[config.mk]
export PLATFORM = sky130hd
export DESIGN_NAME = unsigned_seq_divider_16by8_flat
export DESIGN_NICKNAME = d
export VERILOG_FILES = /design/src/rtl/unsigned_seq_divider_16by8_pkg.sv /design/src/rtl/unsigned_seq_divider_16by8_if.sv /design/src/rtl/unsigned_seq_divider_16by8_div_restore_step.sv /design/src/rtl/unsigned_seq_divider_16by8.sv /design/src/flat_wrapper.sv
export SDC_FILE = /design/constraint.sdc
export NUM_CORES = 1
export LEC_CHECK = 0
export CORE_MARGIN = 1.5
export CORE_UTILIZATION = 49
export CTS_BUF_LIST = sky130_fd_sc_hd__clkbuf_8 sky130_fd_sc_hd__clkbuf_16
export DETAILED_ROUTE_END_ITERATION = 6
export HOLD_SLACK_MARGIN = 0.15
export PLACE_DENSITY = 0.86
export SYNTH_ARGS = -nofsm -noshare
export SYNTH_HDL_FRONTEND = slang
export SYNTH_SLANG_ARGS = --single-unit
export TNS_END_PERCENT = 50
[constraint.sdc]
create_clock -name clk -period 2.2 [get_ports clk]
set_clock_uncertainty 0.2 [all_clocks]
set_input_delay 0.33 -clock clk [delete_from_list [all_inputs] [get_ports clk]]
set_output_delay 0.33 -clock clk [all_outputs]
set_load 0.02 [all_outputs]
[src/rtl/unsigned_seq_divider_16by8_pkg.sv]
// Shared types and widths for the 16-by-8 restoring divider.
// Latency: n/a (declarations only).
// Backpressure: n/a.
package unsigned_div_pkg;

  typedef enum logic [1:0] {
    IDLE,
    BUSY,
    DONE
  } state_t;

  localparam int DIVIDEND_W = 16;
  localparam int DIVISOR_W  = 8;
  localparam int PR_W       = 9;

  // Quotient bits actually computed when the low `trunc` bits are skipped.
  function automatic int iter_count(input int trunc);
    return DIVIDEND_W - trunc;
  endfunction

endpackage

[src/rtl/unsigned_seq_divider_16by8_if.sv]
// Operand/result handshake bundle for the sequential divider.
// Latency: n/a (wires only).
// Backpressure: in_valid/in_ready on the operand side, out_valid/out_ready on the result side.
interface unsigned_seq_divider_16by8_if;
  import unsigned_div_pkg::*;

  logic                  in_valid;
  logic                  in_ready;
  logic [DIVIDEND_W-1:0] x;
  logic [DIVISOR_W-1:0]  y;
  logic                  out_valid;
  logic                  out_ready;
  logic [DIVIDEND_W-1:0] q;
  logic [DIVISOR_W-1:0]  r;
  logic                  div_zero;

  // Producer/consumer side of the divider.
  modport master (
    output in_valid, x, y, out_ready,
    input  in_ready, out_valid, q, r, div_zero
  );

  // The divider itself.
  modport slave (
    input  in_valid, x, y, out_ready,
    output in_ready, out_valid, q, r, div_zero
  );

endinterface

[src/rtl/unsigned_seq_divider_16by8_div_restore_step.sv]
// One combinational restoring-division step: shift in a dividend bit, trial-subtract y.
// Latency: 0 cycles (pure combinational).
// Backpressure: none; ports: pr_in/next_bit/y in, pr_out/qbit out.
module div_restore_step
  import unsigned_div_pkg::*;
(
  input  logic [PR_W-1:0]      pr_in,
  input  logic                 next_bit,
  input  logic [DIVISOR_W-1:0] y,
  output logic [PR_W-1:0]      pr_out,
  output logic                 qbit
);

  logic [PR_W-1:0] t;
  // The incoming remainder is always < y, so its top bit is never set.
  logic            unused_pr_msb;

  assign unused_pr_msb = pr_in[PR_W-1];

  always_comb begin
    t      = {pr_in[PR_W-2:0], next_bit};
    pr_out = t;
    qbit   = 1'b0;
    if (t >= {1'b0, y}) begin
      pr_out = t - {1'b0, y};
      qbit   = 1'b1;
    end
  end

endmodule

[src/rtl/unsigned_seq_divider_16by8.sv]
// Sequential unsigned 16/8 restoring divider, one quotient bit per cycle, low TRUNC bits skipped.
// Latency: 16-TRUNC+1 cycles accept-to-result (1 cycle for y==0); ports clk, rst_n, bus (slave).
// Backpressure: result held in DONE until out_ready; no new operands accepted until then.
module unsigned_seq_divider_16by8
  import unsigned_div_pkg::*;
#(
  parameter int TRUNC = 0
) (
  input logic                         clk,
  input logic                         rst_n,
  unsigned_seq_divider_16by8_if.slave bus
);

  if (TRUNC < 0 || TRUNC > 15) begin : g_bad_trunc
    $error("unsigned_seq_divider_16by8: TRUNC must be in 0..15");
  end

  localparam int          N    = iter_count(TRUNC);
  localparam logic [3:0]  LAST = 4'(N - 1);

  state_t                state;
  logic [DIVIDEND_W-1:0] xs;
  logic [DIVISOR_W-1:0]  ys;
  logic [PR_W-1:0]       pr;
  logic [DIVIDEND_W-2:0] q_acc;
  logic [3:0]            cnt;

  logic                  in_ready_q;
  logic                  out_valid_q;
  logic [DIVIDEND_W-1:0] q_q;
  logic [DIVISOR_W-1:0]  r_q;
  logic                  div_zero_q;

  logic [PR_W-1:0]       pr_next;
  logic                  qbit;
  logic [DIVIDEND_W-1:0] q_next;

  div_restore_step u_step (
    .pr_in    (pr),
    .next_bit (xs[DIVIDEND_W-1]),
    .y        (ys),
    .pr_out   (pr_next),
    .qbit     (qbit)
  );

  assign q_next = {q_acc, qbit};

  always_ff @(posedge clk or negedge rst_n) begin
    if (!rst_n) begin
      state       <= IDLE;
      xs          <= '0;
      ys          <= '0;
      pr          <= '0;
      q_acc       <= '0;
      cnt         <= '0;
      in_ready_q  <= 1'b1;
      out_valid_q <= 1'b0;
      q_q         <= '0;
      r_q         <= '0;
      div_zero_q  <= 1'b0;
    end else begin
      case (state)
        IDLE: begin
          if (bus.in_valid && in_ready_q) begin
            xs         <= bus.x;
            ys         <= bus.y;
            pr         <= '0;
            q_acc      <= '0;
            cnt        <= '0;
            in_ready_q <= 1'b0;
            if (bus.y == '0) begin
              // Divide-by-zero short-circuits straight to a saturated result.
              state       <= DONE;
              out_valid_q <= 1'b1;
              q_q         <= '1;
              r_q         <= bus.x[DIVISOR_W-1:0];
              div_zero_q  <= 1'b1;
            end else begin
              state      <= BUSY;
              div_zero_q <= 1'b0;
            end
          end
        end
        BUSY: begin
          pr    <= pr_next;
          xs    <= xs << 1;
          q_acc <= q_next[DIVIDEND_W-2:0];
          cnt   <= cnt + 4'd1;
          if (cnt == LAST) begin
            // Only the top N dividend bits were consumed, so the computed
            // quotient is scaled back up to its true bit positions.
            state       <= DONE;
            out_valid_q <= 1'b1;
            q_q         <= q_next << TRUNC;
            r_q         <= pr_next[DIVISOR_W-1:0];
          end
        end
        DONE: begin
          if (bus.out_ready) begin
            state       <= IDLE;
            out_valid_q <= 1'b0;
            in_ready_q  <= 1'b1;
          end
        end
        default: begin
          state       <= IDLE;
          out_valid_q <= 1'b0;
          in_ready_q  <= 1'b1;
        end
      endcase
    end
  end

  assign bus.in_ready  = in_ready_q;
  assign bus.out_valid = out_valid_q;
  assign bus.q         = q_q;
  assign bus.r         = r_q;
  assign bus.div_zero  = div_zero_q;

endmodule

[src/flat_wrapper.sv]
// flat-port wrapper written by rule: the top's interface ports become plain ports
module unsigned_seq_divider_16by8_flat import unsigned_div_pkg::*;
#(
  parameter int TRUNC = 0
)
  (clk, rst_n, bus_in_valid, bus_x, bus_y, bus_out_ready, bus_in_ready, bus_out_valid, bus_q, bus_r, bus_div_zero);
  unsigned_seq_divider_16by8_if bus_i ();
  input logic clk;
  input logic rst_n;
  input wire logic [$bits(bus_i.in_valid)-1:0] bus_in_valid;
  input wire logic [$bits(bus_i.x)-1:0] bus_x;
  input wire logic [$bits(bus_i.y)-1:0] bus_y;
  input wire logic [$bits(bus_i.out_ready)-1:0] bus_out_ready;
  output wire logic [$bits(bus_i.in_ready)-1:0] bus_in_ready;
  output wire logic [$bits(bus_i.out_valid)-1:0] bus_out_valid;
  output wire logic [$bits(bus_i.q)-1:0] bus_q;
  output wire logic [$bits(bus_i.r)-1:0] bus_r;
  output wire logic [$bits(bus_i.div_zero)-1:0] bus_div_zero;
  assign bus_i.in_valid = bus_in_valid;
  assign bus_i.x = bus_x;
  assign bus_i.y = bus_y;
  assign bus_i.out_ready = bus_out_ready;
  assign bus_in_ready = bus_i.in_ready;
  assign bus_out_valid = bus_i.out_valid;
  assign bus_q = bus_i.q;
  assign bus_r = bus_i.r;
  assign bus_div_zero = bus_i.div_zero;
  unsigned_seq_divider_16by8 #(.TRUNC(TRUNC)) u_core (.clk(clk), .rst_n(rst_n), .bus(bus_i));
endmodule
## Yosys cells after proc, flatten, opt, wreduce, memory -nomap -nowiden

Index checks and enable logic that the tools add are counted.

| word-level totals | value |
|---|---|
| register bits after elaboration | 80 |
| output and inout port bits | 27 |

| cells by class | value |
|---|---|
| add/subtract/negate cells | 2 |
| $lt $le $gt $ge | 1 |
| equality and inequality tests | 7 |
| multiplexer cells | 32 |
| bitwise operators | 1 |
| reduce and logical (&&, ||, !) cells | 10 |

Operators with widths:

| cell | number |
|---|---|
| $mux W16 | 4 |
| $pmux W16 S2 | 2 |
| $mux W8 | 5 |
| $pmux W8 S2 | 2 |
| $pmux W15 S2 | 1 |
| $mux W15 | 1 |
| $ge A9 B8 Y1 | 1 |
| $logic_not A8 Y1 | 1 |
| $mux W1 | 8 |
| $mux W2 | 4 |
| $pmux W4 S2 | 1 |
| $reduce_and A4 Y1 | 2 |
| $sub A8 B8 Y8 | 1 |
| $ne A2 B1 Y1 const B | 3 |
| $pmux W1 S3 | 2 |
| $pmux W2 S3 | 1 |
| $reduce_and A3 Y1 | 2 |
| $add A4 B1 Y4 const B | 1 |
| $eq A4 B4 Y1 const B | 1 |
| $mux W4 | 1 |
| $reduce_and A2 Y1 | 2 |
| $eq A2 B1 Y1 const B | 1 |
| $eq A2 B2 Y1 const B | 1 |
| $logic_not A2 Y1 | 1 |
| 4 further kinds | 4 |

## Depth between registers and ports, before layout

| depth | value |
|---|---|
| depth in word-level cells | 4 |
| gate-level depth with buffers | 9 |
| mapped depth without buffers | 9 |

## Hierarchy

From an unflattened synthesis, not the netlist that was laid out.

| second synthesis, totals | value |
|---|---|
| cell total of the unflattened synthesis | 394 |
| area, all modules | 3907.5 µm² |

By module, submodules not included:

| module | times used | cells an instance | area an instance (µm²) |
|---|---|---|---|
| unsigned_seq_divider_16by8 | 1 | 318 | 3360.7 |
| div_restore_step | 1 | 76 | 546.8 |

## Worst setup path after synthesis

OpenSTA, ideal clock, no wires.

| timing path | value |
|---|---|
| path kind | flip-flop to flip-flop |
| start point | register u_core.ys[1] |
| end point | register u_core.r_q[6] (netlist: u_core.bus.r[6]) |
| setup time | 131 ps |
| arrival time | 1784 ps |
| data required time | 1869 ps |
| path slack | 86 ps |
| cell stages (with the launch flop) | 9 |
| path buffers | 0 |
| cells stage by stage | dfrtp_1 inv_1 ha_1 nor2b_4 o311ai_2 a21o_1 a22oi_1 a22oi_1 a31oi_1 |

| between the ends | value |
|---|---|
| longest elaborated chain between the ends | 4 |

RTL lines:

| element | line | source |
|---|---|---|
| from (decl) | unsigned_seq_divider_16by8.sv:23 | `logic [DIVISOR_W-1:0] ys;` |
| from (signal assigned) | unsigned_seq_divider_16by8.sv:66 | `ys <= bus.y;` |
| $sub A8 B8 Y8 or $ge A9 B8 Y1 (tied branches) | unsigned_seq_divider_16by8_div_restore_step.sv:25, unsigned_seq_divider_16by8_div_restore_step.sv:24 |  |
| $mux W8 * | unsigned_seq_divider_16by8_div_restore_step.sv:24 | `if (t >= {1'b0, y}) begin` |
| $mux W8 * | unsigned_seq_divider_16by8.sv:89 | `if (cnt == LAST) begin` |
| $pmux W8 S2 * | unsigned_seq_divider_16by8.sv:62 | `case (state)` |
| to (signal assigned) | unsigned_seq_divider_16by8.sv:76 | `r_q <= bus.x[DIVISOR_W-1:0];` |
| to (signal assigned) | unsigned_seq_divider_16by8.sv:95 | `r_q <= pr_next[DIVISOR_W-1:0];` |
| to (decl) | unsigned_seq_divider_16by8.sv:31 | `logic [DIVISOR_W-1:0] r_q;` |

Mark *: on every way between the ends. The rest lies on a longest branch, timed or not. The select of a mux whose other input is x is not followed.
A chain may end at the register's enable or synchronous reset.

## Final worst setup path

| timing path | value |
|---|---|
| start point | register u_core.pr[0] |
| end point | register u_core.r_q[4] (netlist: u_core.bus.r[4]) |

| between the ends | value |
|---|---|
| longest elaborated chain between the ends | 4 |

RTL lines:

| element | line | source |
|---|---|---|
| from (decl) | unsigned_seq_divider_16by8.sv:24 | `logic [PR_W-1:0] pr;` |
| from (signal assigned) | unsigned_seq_divider_16by8.sv:85 | `pr <= pr_next;` |
| $sub A8 B8 Y8 or $ge A9 B8 Y1 (tied branches) | unsigned_seq_divider_16by8_div_restore_step.sv:25, unsigned_seq_divider_16by8_div_restore_step.sv:24 |  |
| $mux W8 * | unsigned_seq_divider_16by8_div_restore_step.sv:24 |  |
| $mux W8 * | unsigned_seq_divider_16by8.sv:89 |  |
| $pmux W8 S2 * | unsigned_seq_divider_16by8.sv:62 |  |

Marks and branches as above.

==> out/metrics.yaml <==
synth_top_family_by_area: "compound AO/OA/AOI/OAI gates"
r2r_end: "u_core.bus.r[4]"
setup.worst_path.start: "u_core.pr[0]"
crit_chain: "ha_4, nor2b_4, o311ai_4, buf_4, a21oi_4, nor3_4, and2_4, o32a_1"
grt_pass1_wl_um: 16950
die_x_um: 90.74
relSlewSlack_pct: 66.43
cellInternalPower_uw: 4797
die_area_sq_um: 8234
startpoint_type: "flop"
drv_slew: 0
worst_pin_slew_ps: 503.5
arrival_ps: 2300
drt_first_pass_iters: 5
critical_path_cell_count: 8
gr-total-overflow: 0
drive_gt1_share_pct: 22.25
fp.dieH_um: 90.74
fin_cells: 580
finalSetupViolCount: 6
worstSetupPathType: "reg2reg"
postSynth.asyncResetShare_pct: 100.0
h-tree-depth: 3
wl_um: 10170
ys_seq_elements: 80
worstRegToRegCells: 8
yosys.area.top_type: "dfrtp_1"
synth_cell_types: 52
slowest_stage: "dfrtp_1"
wl_per_cell_um: 17.53
hp-class: "in2async"
antenna_found_initial: 0
ir_drop_v: 0.0007154
critPathTopFamily: "compound AO/OA/AOI/OAI gates"
syn-num-nets: 418
cp-end-kind: "flop"
endpoint: "u_core.bus.r[4]"
violations: "negative setup slack"
grt_pass1_vias: 3430
synth_top_area_share_pct: 52.40
leakagePower_uw: 0.002258
p_seq_share_pct: 31.5
placed_cell_area_sq_um: 4700
synth-xor-area-share_pct: 0.9287
clock_latency_ps: 360
place_inst: 558
syn_avg_cell_area_sq_um: 9.927
crit_required_ps: 2240
grt_use_total_pct: 26.16
syn_inst: 380
slowest_delay_ps: 420
ant_nets: 0
ys_top_cells_by_area: "dfrtp_1 (52%), nand2_1 (7.9%), o21ai_0 (5.4%), o22a_1 (3.5%), ha_1 (3.0%)"
drtIter0Drc: 264
viasPerCell: 5.745
nNetsFinal: 515
numClockSinks: 80
port_buffers: 54
synthMuxAreaShare_pct: 2.687
critPathBufInv: 1
p_sw_uw: 3363
netlist_area_sq_um: 3772
ys.flop_type: "dfrtp_1"
p_comb_share_pct: 54.2
reg2reg_from: "u_core.pr[0]"
place_congestion: 0.8745
yosysWarnings: 0
fin_crit_ps: 2260
cts_tree: "done"
area_growth_pct: 35.32
cts_buffer_depth: 2
drc_errors: 0
fmax_mhz: 442.5
fin_area_sq_um: 5105
status: "complete, but fails checks"
ys_seq_area_share_pct: 53.10
place_hpwl_um: 6909
switching_share_pct: 41.22
power_uw: 8160
r2r_slack_ps: -60
finalCritPeriodShare_pct: 102.7
start_util_pct: 51.19
io_pins: 55
synth_compound_area_share_pct: 18.74
fp-row-count: 31
clockRootBuffer: "clkbuf_8"
synth_common_cells: "dfrtp_1 (79), nand2_1 (79), o21ai_0 (41)"
coreArea_sq_um: 7370
fin_ws_ps: -59.86
synth-simple-area-share_pct: 17.15
critPathMaxFanout: 5
powerDensity_nw_per_um2: 1598
grt_max_degree: 44
finalHoldViolCount: 0
vias: 3332
clkSlewWorstSetupHoldPaths_ps: 80
clockPowerShare_pct: 14.3
numCtsBuffers: 9
synth_fa_ha_area_share_pct: 3.516
synth_edf_count: 0
cap_viol_max_count: 0
rsz0062_at_grt: "yes"
num_antenna_cells: 0
[what timing repair did]
action                                  in CTS  in global routing
gates resized for setup                     20                 14
endpoints found under the hold margin       37                  0
setup buffers                                4                  3
endpoints found under the setup margin      16                 17
pin swaps                                   17                 18
hold buffers                                 1                  0
[through the flow]
stage | hold WS, ps | setup WS (ps) | TNS [ps] | utilization, %
2_1_floorplan | -165.6 | 85.80 | 0 | -
3_3_place_gp | 128.0 | -71.89 | -153.6 | 63.77
3_5_place_dp | 131.6 | -149.8 | -782.1 | 63.77
4_1_cts | 293.8 | -72.67 | -299.1 | 68.54
5_1_grt | 315.0 | -137.2 | -831.1 | 69.27
6_report | 279.9 | -59.86 | -169.2 | 69.27
[power groups by stage]
stage               Sequential [uW]  Clock, uW  Combinational, uW
floorplan                      2720          0               2020
global placement               2520          0               3620
detailed placement             2560          0               3800
CTS                            2550       1170               4150
global route                   2650       1240               4750
finish                         2570       1170               4420
[routing by layer]
| metal | vias to the layer above | GRT usage, % | share of wire, % |
|---|---|---|---|
| met5 | - | 0 | 0 |
| met4 | 0 | 13.49 | 3.7 |
| met3 | 32 | 4.040 | 6.2 |
| met2 | 145 | 43.05 | 49 |
| met1 | 1631 | 33.31 | 41 |
| li1 | 1524 | - | - |
[worst min path at each step]
stage	slack [ps]	startpoint	cells past startpoint	to
2_1_floorplan	-170	rst_n	0	u_core.bus.div_zero
4_1_cts	290	u_core.xs[2]	2	u_core.xs[2]
3_5_place_dp	130	rst_n	1	u_core.bus.q[10]
5_1_grt	310	u_core.bus.q[4]	1	u_core.bus.q[4]
6_report	280	rst_n	2	u_core.bus.q[12]
3_3_place_gp	130	rst_n	1	u_core.bus.q[10]
[cell usage in the layout (no fill, tap or decap), types with 3 or more instances in the layout]
master / instances
nand4_1: 3
o21ai_0: 39
buf_4: 50
nor3_1: 4
clkdlybuf4s50_1: 53
a21oi_1: 9
clkbuf_8: 9
and2_4: 3
nand3_1: 5
a31oi_1: 5
a22oi_2: 3
nor2_1: 17
o32a_1: 3
nand2b_1: 7
inv_2: 4
a22oi_1: 8
nand2_1: 78
ha_4: 4
inv_1: 11
xor2_1: 4
dfrtp_1: 79
mux2i_1: 9
ha_1: 4
o22a_1: 15
[logic make-up after synthesis]
group,Yosys count
adders and majority gates,10
buffers and inverters,34
DFF,80
xor gates and xnor gates,4
AOI/OAI and AO/OA,104
and+or+nand+nor,138
muxes,10
[registers in the layout, indices dropped and copies added, names as in the netlist]
signal	flops
u_core.state	2
u_core.bus.div_zero	1
u_core.bus.r	8
u_core.ys	8
u_core.cnt	4
u_core.q_acc	15
u_core.bus.out_valid	1
u_core.bus.in_ready	1
u_core.bus.q	16
u_core.pr	8
u_core.xs	16
[worst reg2reg max path: stages (launching register included)]
cell      delay, ps
dfrtp_1         420
ha_4            280
nor2b_4         170
o311ai_4        100
buf_4           160
a21oi_4         230
nor3_4          100
and2_4          170
o32a_1          320
[area by class of cell]
cell class | count | area (sq um)
Clock buffer | 9 | 123.9
Clock inverter | 6 | 85.08
Fill cell | 541 | 2265
Inverter | 14 | 52.55
Multi-Input combinational cell | 266 | 1769
Sequential cell | 80 | 2003
Tap cell | 99 | 123.9
Timing Repair Buffer | 106 | 947.2
No activity file was read; power rests on OpenSTA's default activity.
